`src/rtl/div_pkg.sv`:
```
// rtl/div_pkg.sv - shared types and constants for the div48by24 restoring divider
// Contents: FSM state type, default widths, counter width, divide-by-zero quotient.
package div_pkg;

  localparam int DW_DEF = 48;
  localparam int VW_DEF = 24;
  localparam int CNT_W  = $clog2(DW_DEF);

  // Quotient reported on divide-by-zero; sliced down to the datapath width.
  localparam logic [63:0] DZ_QUOT = '1;

  typedef enum logic [1:0] {
    S_IDLE   = 2'd0,
    S_DIVIDE = 2'd1,
    S_DONE   = 2'd2
  } state_t;

endpackage

```
`src/rtl/div_lzc8.sv`:
```
// rtl/div_lzc8.sv - byte-granular leading-zero counter for the divider skip path
// Ports:
//   data  in   DW   value to scan, MSB byte first
//   lz8   out  LZW  number of all-zero leading bytes (DW/8 when data is zero)
module div_lzc8 #(
  parameter int DW  = 48,
  parameter int LZW = $clog2(DW / 8 + 1)
) (
  input  logic [DW-1:0]  data,
  output logic [LZW-1:0] lz8
);

  logic found;

  always_comb begin
    lz8   = '0;
    found = 1'b0;
    for (int g = DW / 8 - 1; g >= 0; g--) begin
      if (!found) begin
        if (data[g*8 +: 8] == 8'h00) begin
          lz8 = lz8 + LZW'(1);
        end else begin
          found = 1'b1;
        end
      end
    end
  end

endmodule

```
`src/rtl/div48by24.sv`:
```
// rtl/div48by24.sv - sequential restoring divider, one quotient bit per clock
// Optional build macro: DIV_LZ_SKIP_EN (pre-shifts away leading zero bytes of the dividend).
// Ports:
//   clk          in   1   system clock
//   rst_n        in   1   synchronous active-low reset
//   start        in   1   request, sampled only in IDLE
//   dividend     in   DW  captured on accept
//   divisor      in   VW  captured on accept
//   busy         out  1   operation in flight
//   out_valid    out  1   one-cycle result pulse, results held afterwards
//   quotient     out  DW  result
//   remainder    out  VW  result
//   div_by_zero  out  1   divisor was zero for the reported result
module div48by24
  import div_pkg::*;
#(
  parameter int DW = DW_DEF,
  parameter int VW = VW_DEF
) (
  input  logic          clk,
  input  logic          rst_n,
  input  logic          start,
  input  logic [DW-1:0] dividend,
  input  logic [VW-1:0] divisor,
  output logic          busy,
  output logic          out_valid,
  output logic [DW-1:0] quotient,
  output logic [VW-1:0] remainder,
  output logic          div_by_zero
);

  localparam int CW = (DW == DW_DEF) ? CNT_W : $clog2(DW);

  state_t        state_q, state_d;
  logic [CW-1:0] count_q, count_d;
  // Dividend shifts out of the top while quotient bits fill the vacated bottom.
  logic [DW-1:0] sreg_q, sreg_d;
  // Partial remainder is always < divisor, so VW bits hold it between cycles;
  // only the shifted trial value needs the extra bit.
  logic [VW-1:0] pr_q, pr_d;
  logic [VW-1:0] divisor_q, divisor_d;
  logic          busy_q, busy_d;
  logic          out_valid_q, out_valid_d;
  logic [DW-1:0] quotient_q, quotient_d;
  logic [VW-1:0] remainder_q, remainder_d;
  logic          dbz_q, dbz_d;
  logic [VW:0]   pr_shift;

`ifdef DIV_LZ_SKIP_EN
  localparam int NG  = DW / 8;
  localparam int LZW = $clog2(NG + 1);
  logic [LZW-1:0] lz8;

  div_lzc8 #(
    .DW  (DW),
    .LZW (LZW)
  ) u_lzc (
    .data (dividend),
    .lz8  (lz8)
  );
`endif

  always_comb begin
    state_d     = state_q;
    count_d     = count_q;
    sreg_d      = sreg_q;
    pr_d        = pr_q;
    divisor_d   = divisor_q;
    busy_d      = busy_q;
    out_valid_d = 1'b0;
    quotient_d  = quotient_q;
    remainder_d = remainder_q;
    dbz_d       = dbz_q;
    pr_shift    = {pr_q, sreg_q[DW-1]};

    case (state_q)
      S_IDLE: begin
        if (start) begin
          divisor_d = divisor;
          sreg_d    = dividend;
          pr_d      = '0;
          count_d   = CW'(DW - 1);
          busy_d    = 1'b1;
          if (divisor == '0) begin
            state_d = S_DONE;
          end else begin
`ifdef DIV_LZ_SKIP_EN
            if (int'(lz8) == NG) begin
              // Zero dividend: sreg and pr are already the 0/0 result.
              state_d = S_DONE;
            end else begin
              sreg_d  = dividend << (8 * int'(lz8));
              count_d = CW'(DW - 1 - 8 * int'(lz8));
              state_d = S_DIVIDE;
            end
`else
            state_d = S_DIVIDE;
`endif
          end
        end
      end

      S_DIVIDE: begin
        if (pr_shift >= {1'b0, divisor_q}) begin
          pr_d   = VW'(pr_shift - {1'b0, divisor_q});
          sreg_d = {sreg_q[DW-2:0], 1'b1};
        end else begin
          pr_d   = pr_shift[VW-1:0];
          sreg_d = {sreg_q[DW-2:0], 1'b0};
        end
        count_d = count_q - CW'(1);
        if (count_q == '0) begin
          state_d = S_DONE;
        end
      end

      S_DONE: begin
        out_valid_d = 1'b1;
        busy_d      = 1'b0;
        state_d     = S_IDLE;
        // A zero divisor skipped DIVIDE, so sreg still holds the raw dividend.
        if (divisor_q == '0) begin
          quotient_d  = DZ_QUOT[DW-1:0];
          remainder_d = sreg_q[VW-1:0];
          dbz_d       = 1'b1;
        end else begin
          quotient_d  = sreg_q;
          remainder_d = pr_q;
          dbz_d       = 1'b0;
        end
      end

      default: begin
        state_d = S_IDLE;
      end
    endcase
  end

  always_ff @(posedge clk) begin
    if (!rst_n) begin
      state_q     <= S_IDLE;
      count_q     <= '0;
      sreg_q      <= '0;
      pr_q        <= '0;
      divisor_q   <= '0;
      busy_q      <= 1'b0;
      out_valid_q <= 1'b0;
      quotient_q  <= '0;
      remainder_q <= '0;
      dbz_q       <= 1'b0;
    end else begin
      state_q     <= state_d;
      count_q     <= count_d;
      sreg_q      <= sreg_d;
      pr_q        <= pr_d;
      divisor_q   <= divisor_d;
      busy_q      <= busy_d;
      out_valid_q <= out_valid_d;
      quotient_q  <= quotient_d;
      remainder_q <= remainder_d;
      dbz_q       <= dbz_d;
    end
  end

  assign busy        = busy_q;
  assign out_valid   = out_valid_q;
  assign quotient    = quotient_q;
  assign remainder   = remainder_q;
  assign div_by_zero = dbz_q;

endmodule

```
`config.mk`:
```
export PLATFORM = sky130hd
export DESIGN_NAME = div48by24
export DESIGN_NICKNAME = d
export VERILOG_FILES = /design/src/rtl/div_pkg.sv /design/src/rtl/div_lzc8.sv /design/src/rtl/div48by24.sv
export SDC_FILE = /design/constraint.sdc
export NUM_CORES = 1
export LEC_CHECK = 0
export BUFFER_PORTS_ARGS = -buffer_cell sky130_fd_sc_hd__buf_2
export CAP_MARGIN = 25
export CORE_MARGIN = 1.5
export CORE_UTILIZATION = 51
export DETAILED_ROUTE_END_ITERATION = 8
export PLACE_DENSITY_LB_ADDON = 0.25
export SYNTH_ARGS = -nofsm -noshare
export SYNTH_HDL_FRONTEND = slang
export SYNTH_HIERARCHICAL = 1
export SYNTH_SLANG_ARGS = --single-unit
```
`constraint.sdc`:
```
create_clock -name clk -period 2.3 [get_ports clk]
set_clock_uncertainty 0.05 [all_clocks]
set_input_delay 0.115 -clock clk [delete_from_list [all_inputs] [get_ports clk]]
set_output_delay 0.115 -clock clk [all_outputs]
set_load 0.005 [all_outputs]
```
==> impl_metrics.yaml, run 1 <==
floorplan:
  start_util_pct: 51.7
  ios: 150
  die_h_um: 135
  fp.coreArea_sq_um: 17200
  num_rows: 48
  die_x_um: 135
  dieArea_sq_um: 18200
power:
  p_int_mw: 8.89
  leakage_nw: 5.56
  irDropWorstVdd_uv: 841
  switching_share_pct: 39.4
  pwr_density_cell_nw_per_um2: 1220
  seqPwrFrac_pct: 25.9
  p_switching_mw: 5.79
  pwr-share-clk_pct: 19.9
  comb_power_share_pct: 54.2
cts:
  cts_buffer_depth: 2
  clk_latency_ns: 0.44
  cts_root_buf: "clkbuf_16"
  clock-sinks: 179
  cts_made_buffers: 17
  htreeDepth: 4
  clkTransAtPathRegs_ns: 0.07
  cts_tree: "yes"
detailed_routing:
  vias_per_cell: 5.71
  initialDrtViolationCount: 832
  detail_route.first_pass.iterations: 7
  drc: 0
  totalWireLength_um: 27000
  ant_nets: 0
  vias: 9288
  wl_per_cell_um: 16.6
sta:
  worst_slew_pin_slew_ns: 0.506
  worst_slack_ns: -0.195
  setup_viol: 25
  tns_ns: -3.54
  slew_viol_final: 0
  fmax_ghz: 0.401
  slew_headroom_pct: 66.3
  period_minus_slack_ns: 2.50
  post-route-period-util_pct: 108
  rsz0062_at_grt: "true"
  hold_viol_final: 0
synth:
  synth_warnings: 6
  async_flop_share_pct: 0
  synth_cell_type_count: 60
  syn-cell-area_sq_um: 8890
  synth_nets: 1238
  synth-edff-count: 0
  synth_flop_cell: "dfxtp_1"
  ys_seq_area_share_pct: 40.3
  synth_cells: 1136
  synth_seq_cells: 179
  syn_area_per_cell_sq_um: 7.82
worst_setup_path:
  r2r_end: "pr_q[7]"
  crit_cells: 12
  critPathArrivalTime_ns: 2.76
  start_kind: "register"
  path_max_fanout: 6
  cp_cell_sequence: "inv_2 -> ha_4 -> nand4_1 -> or3_4 -> nor4_4 -> nand2_1 -> o211ai_2 -> buf_4 -> or2_4 -> buf_8 -> mux2i_1 -> o21ai_1"
  r2r-start: "divisor_q[8]"
  worst_path_max_delay_cell: "or3_4"
  r2r_slack_ns: -0.20
  timing.critical_path.buf_inv: 3
  crit_required_ns: 2.57
  endpoint_kind: "register"
  critPathKind: "register to register"
  reg2reg_depth: 12
  slowest_delay_ns: 0.36
  path_delay_family: "simple AND/OR/NAND/NOR gates"
global_routing:
  grt_overflow: 0
  grt_max_degree: 82
  grt_pass1_vias: 8326
  antenna_found_initial: 0
  grt_usage_pct: 28.9
  grt_pass1_wl_um: 42000
final_layout:
  area_growth_pct: 35.1
  mostFrequentLayoutCell: "dfxtp_1"
  layout-drive-gt1-share_pct: 29.0
  final_nets: 1491
  nFillCells: 1394
  final_util_pct: 69.9
  antenna_cells: 0
  final_cell_mix: "162 x dfxtp_1, 149 x nand2_1, 148 x o21ai_0, 148 x buf_2, 132 x buf_4"
placement:
  dpl.hpwl_um: 17900
  gp_congestion: 0.902
  io_buffers: 149
min_path:
  min_to: "sreg_q[33]"
  hold_depth: 5
  hold_class: "primary input to register"
  hp-start: "dividend[33]"
outcome:
  status: "finished with violations"
  violations: "setup timing"
flow_run:
  cap_violations: 0
==> synth_stat cells, drive strengths merged, types with 5 or more instances <==
| master | count | share of area [%] |
|---|---|---|
| a21boi | 37 | 3.1 |
| nand3 | 14 | 0.79 |
| o21bai | 5 | 0.42 |
| dfxtp | 179 | 40 |
| o21a | 6 | 0.51 |
| a21o | 13 | 1.1 |
| nor4 | 16 | 1.1 |
| inv | 34 | 1.4 |
| o21ai | 160 | 9.1 |
| nand2 | 150 | 6.3 |
| buf | 13 | 0.83 |
| mux2i | 28 | 3.2 |
| a211oi | 5 | 0.56 |
| ha | 26 | 3.7 |
| o211a | 25 | 2.8 |
| xnor2 | 15 | 1.5 |
| clkbuf | 74 | 3.1 |
| nand4 | 10 | 0.70 |
| a21oi | 71 | 4.0 |
| nor2b | 5 | 0.35 |
| a22o | 15 | 1.5 |
| nor3 | 55 | 3.2 |
| xor2 | 9 | 0.89 |
| a22oi | 8 | 0.68 |
| nor2 | 126 | 5.3 |
==> power by group through the flow <==
stage                     clock (mW)  combinational, mW  sequential (mW)
after floorplan                    0               4.22             3.78
after global placement             0               6.38             3.83
after detailed placement           0               6.46             3.84
after CTS                       2.94               7.44             3.79
after global routing            3.09               8.55             3.84
final                           2.92               7.95             3.81
==> per-stage QoR <==
step / hold WS (ns) / setup WS [ns] / cells / area [sq um] / power (mW)
6_report: 0.0187 / -0.195 / 1627 / 12000 / 14.7
5_1_grt: 0.0359 / -0.317 / 1627 / 12000 / 15.5
4_1_cts: 0.0110 / -0.144 / 1622 / 11900 / 14.2
3_5_place_dp: 0.332 / -0.219 / 1554 / 10800 / 10.3
3_3_place_gp: 0.328 / -0.133 / 1554 / 10800 / 10.2
2_1_floorplan: 0.202 / -0.0674 / 1136 / 9020 / 8.00
==> what timing repair did <==
action,4_1_cts,5_1_grt
buffers inserted,10,4
cloned,1,1
hold buffers,26,0
endpoints found under the hold margin,26,0
pin swaps,24,19
setup endpoints to repair,25,60
resized for setup,54,12
==> flip-flops by register name, summed over array words and instances, names as in the netlist <==
signal       cells
busy             1
div_by_zero      1
pr_q            24
state_q          2
out_valid        1
remainder       24
quotient        48
count_q          6
divisor_q       24
sreg_q          48
==> routing by layer <==
metal	vias to the layer above	global-route usage [%]	share of wire [%]
met1	4340	39.7	44
met4	0	9.86	2.5
li1	4499	-	-
met5	-	0	0
met3	62	5.37	7.1
met2	387	45.8	46
==> kinds of logic after synthesis <==
group                      after synthesis  synth area share [%]
adders and majority gates               27                  3.89
DFF                                    179                  40.3
muxes                                   28                  3.15
AOI/OAI and AO/OA                      367                  26.1
buffers and inverters                  122                  5.43
and+or+nand+nor                        389                  18.7
xor gates and xnor gates                24                  2.37
==> worst min-delay path: stages <==
cell	delay [ns]
buf_2	0.08
nor2_1	0.03
nand2_1	0.05
o21ai_0	0.07
a21oi_1	0.13
==> final cells by class <==
cell class,count,area (sq um),area share [%]
clock buffers,17,425,3.54
repair buffers,321,2230,18.6
inverters,35,131,1.09
clock inverters,15,164,1.37
multi-input cells,835,5170,43.1
flip-flops and latches,179,3600,30.0
well taps,225,282,2.34
==> worst max-delay path by stage <==
stage | from | endpoint | slack [ns]
finish | divisor_q[8] | pr_q[7] | -0.20
detailed placement | divisor_q[0] | pr_q[22] | -0.22
floorplan | divisor_q[2] | pr_q[22] | -0.07
CTS | divisor_q[0] | pr_q[22] | -0.14
global route | divisor_q[18] | pr_q[7] | -0.32
global placement | sreg_q[47] | pr_q[22] | -0.13
Note: power is estimated with default switching activity, not from simulation.
==> run 2: changes to the inputs <==
CORE_UTILIZATION = 55   (was 51)
PLACE_DENSITY = 0.78   (was not set)
PLACE_DENSITY_LB_ADDON = not set   (was 0.25)
clock period = 3 ns   (was 2.3 ns; I/O delays follow)
==> impl_metrics.yaml, run 2 (synthesized netlist as in run 1, its figures left out) <==
final_layout:
  antenna_cells: 0
  fin_cells: 1491
  final_cell_mix: "178 x dfxtp_1, 153 x o21ai_0, 149 x nand2_1, 148 x buf_2, 122 x nor2_1"
  mostFrequentLayoutCell: "dfxtp_1"
  final_util_pct: 67.2
  layout-drive-gt1-share_pct: 16.9
  area_growth_pct: 19.6
  fin_area_sq_um: 10600
  final_nets: 1364
sta:
  worst_slack_ns: 0.143
  post-route-period-util_pct: 95.2
  period_minus_slack_ns: 2.86
  tns_ns: 0
  hold_viol_final: 0
  slew_headroom_pct: 53.1
  worst_slew_pin_slew_ns: 0.702
  hold_ws_ns: 0.0156
  fmax_ghz: 0.350
  slew_viol_final: 0
  setup_viol: 0
floorplan:
  die_h_um: 130
  fp.coreArea_sq_um: 15800
  num_rows: 46
  die_x_um: 130
  start_util_pct: 56.2
  dieArea_sq_um: 16900
  ios: 150
worst_setup_path:
  critPathArrivalTime_ns: 3.13
  reg2reg_depth: 12
  start_kind: "register"
  endpoint_kind: "register"
  r2r-start: "divisor_q[1]"
  critPathKind: "register to register"
  crit_required_ns: 3.27
  r2r_end: "pr_q[21]"
  r2r_slack_ns: 0.14
  path_max_fanout: 16
cts:
  cts_made_buffers: 17
  clkTransAtPathRegs_ns: 0.07
  clock-sinks: 179
  cts_buffer_depth: 2
  cts_root_buf: "clkbuf_16"
  clk_latency_ns: 0.43
  cts_tree: "yes"
  htreeDepth: 4
min_path:
  hp-start: "dividend[47]"
  min_to: "sreg_q[47]"
  hold_class: "primary input to register"
  hold_depth: 3
outcome:
  status: "completed"
power:
  p_total_mw: 9.42
  irDropWorstVdd_uv: 511
  pwr_density_cell_nw_per_um2: 886
  leakage_nw: 4.84
detailed_routing:
  initialDrtViolationCount: 838
  ant_nets: 0
  vias_per_cell: 5.75
  detail_route.first_pass.iterations: 5
  wl_per_cell_um: 16.2
  totalWireLength_um: 24100
  drc: 0
  vias: 8578
placement:
  placedCellCount: 1430
  dpl.hpwl_um: 15900
  gp_congestion: 0.934
  dpl_worst_slack_ns: 0.243
  post_dp_cell_area_sq_um: 9730
  io_buffers: 149
global_routing:
  grt_pass1_vias: 7611
  grt_max_degree: 121
  antenna_found_initial: 0
  grt_overflow: 0
  grt_usage_pct: 28.5
  grt_pass1_wl_um: 38500
flow_run:
  cap_violations: 0
-- run 2: cell types whose count changed in the layout (fill, tap and decap cells not counted), sizes merged --
cell and change:
bufinv +2, clkinvlp +1, buf -125, clkbuf +1, inv -5, dlygate4sd3 -1
-- run 2: worst max path at each step --
stage            startpoint       end  slack [ns]  cells after the start
2_1_floorplan  divisor_q[2]  pr_q[22]        0.55                     10
3_3_place_gp     sreg_q[47]  pr_q[18]        0.35                     11
6_report       divisor_q[1]  pr_q[21]        0.14                     12
5_1_grt        divisor_q[1]  pr_q[19]       -0.02                     12
3_5_place_dp   divisor_q[1]   pr_q[8]        0.24                     11
4_1_cts        divisor_q[1]   pr_q[8]        0.19                     11
-- run 2: cell type report --
type	count	area, sq um
fillers	1364	5200
multi-input cells	835	4840
flip-flops and latches	179	3580
repair buffers	194	1190
clock buffers	19	443
well taps	216	270
clock inverters	13	173
inverters	35	131
-- run 2: power by group --
| part | leakage (nW) | total, mW | switching, mW | internal, mW |
|---|---|---|---|---|
| combinational | 3.09 | 4.15 | 2.40 | 1.75 |
| clock | 0.292 | 2.32 | 0.977 | 1.35 |
| sequential | 1.46 | 2.95 | 0.292 | 2.66 |
-- run 2: repair_timing --
| action | in CTS | in global routing |
|---|---|---|
| resized for setup | 0 | 1 |
| hold buffers | 25 | 0 |
| setup endpoints to repair | 0 | 5 |
| setup buffers | 0 | 4 |
| endpoints found under the hold margin | 25 | 0 |
-- run 2: per-layer routing --
metal  routed length (um)  GRT usage [%]  vias up  share of wire, %
met3                 1520           4.02       35               6.3
li1                     -              -     4223                 -
met5                    0              0        -                 0
met2                10800           43.0      332                45
met1                11300           41.9     3988                47
met4                  491           9.15        0               2.0
-- run 2: worst max-delay path: stages, from the launching register on --
cell and delay, ns:
dfxtp_1 0.40, inv_1 0.08, ha_1 0.31, nor2b_2 0.19, o211ai_1 0.15, a31oi_2 0.24
o21ai_2 0.12, a211oi_4 0.35, buf_4 0.17, nor3_2 0.03, buf_4 0.20, a22o_1 0.24
a22o_1 0.22
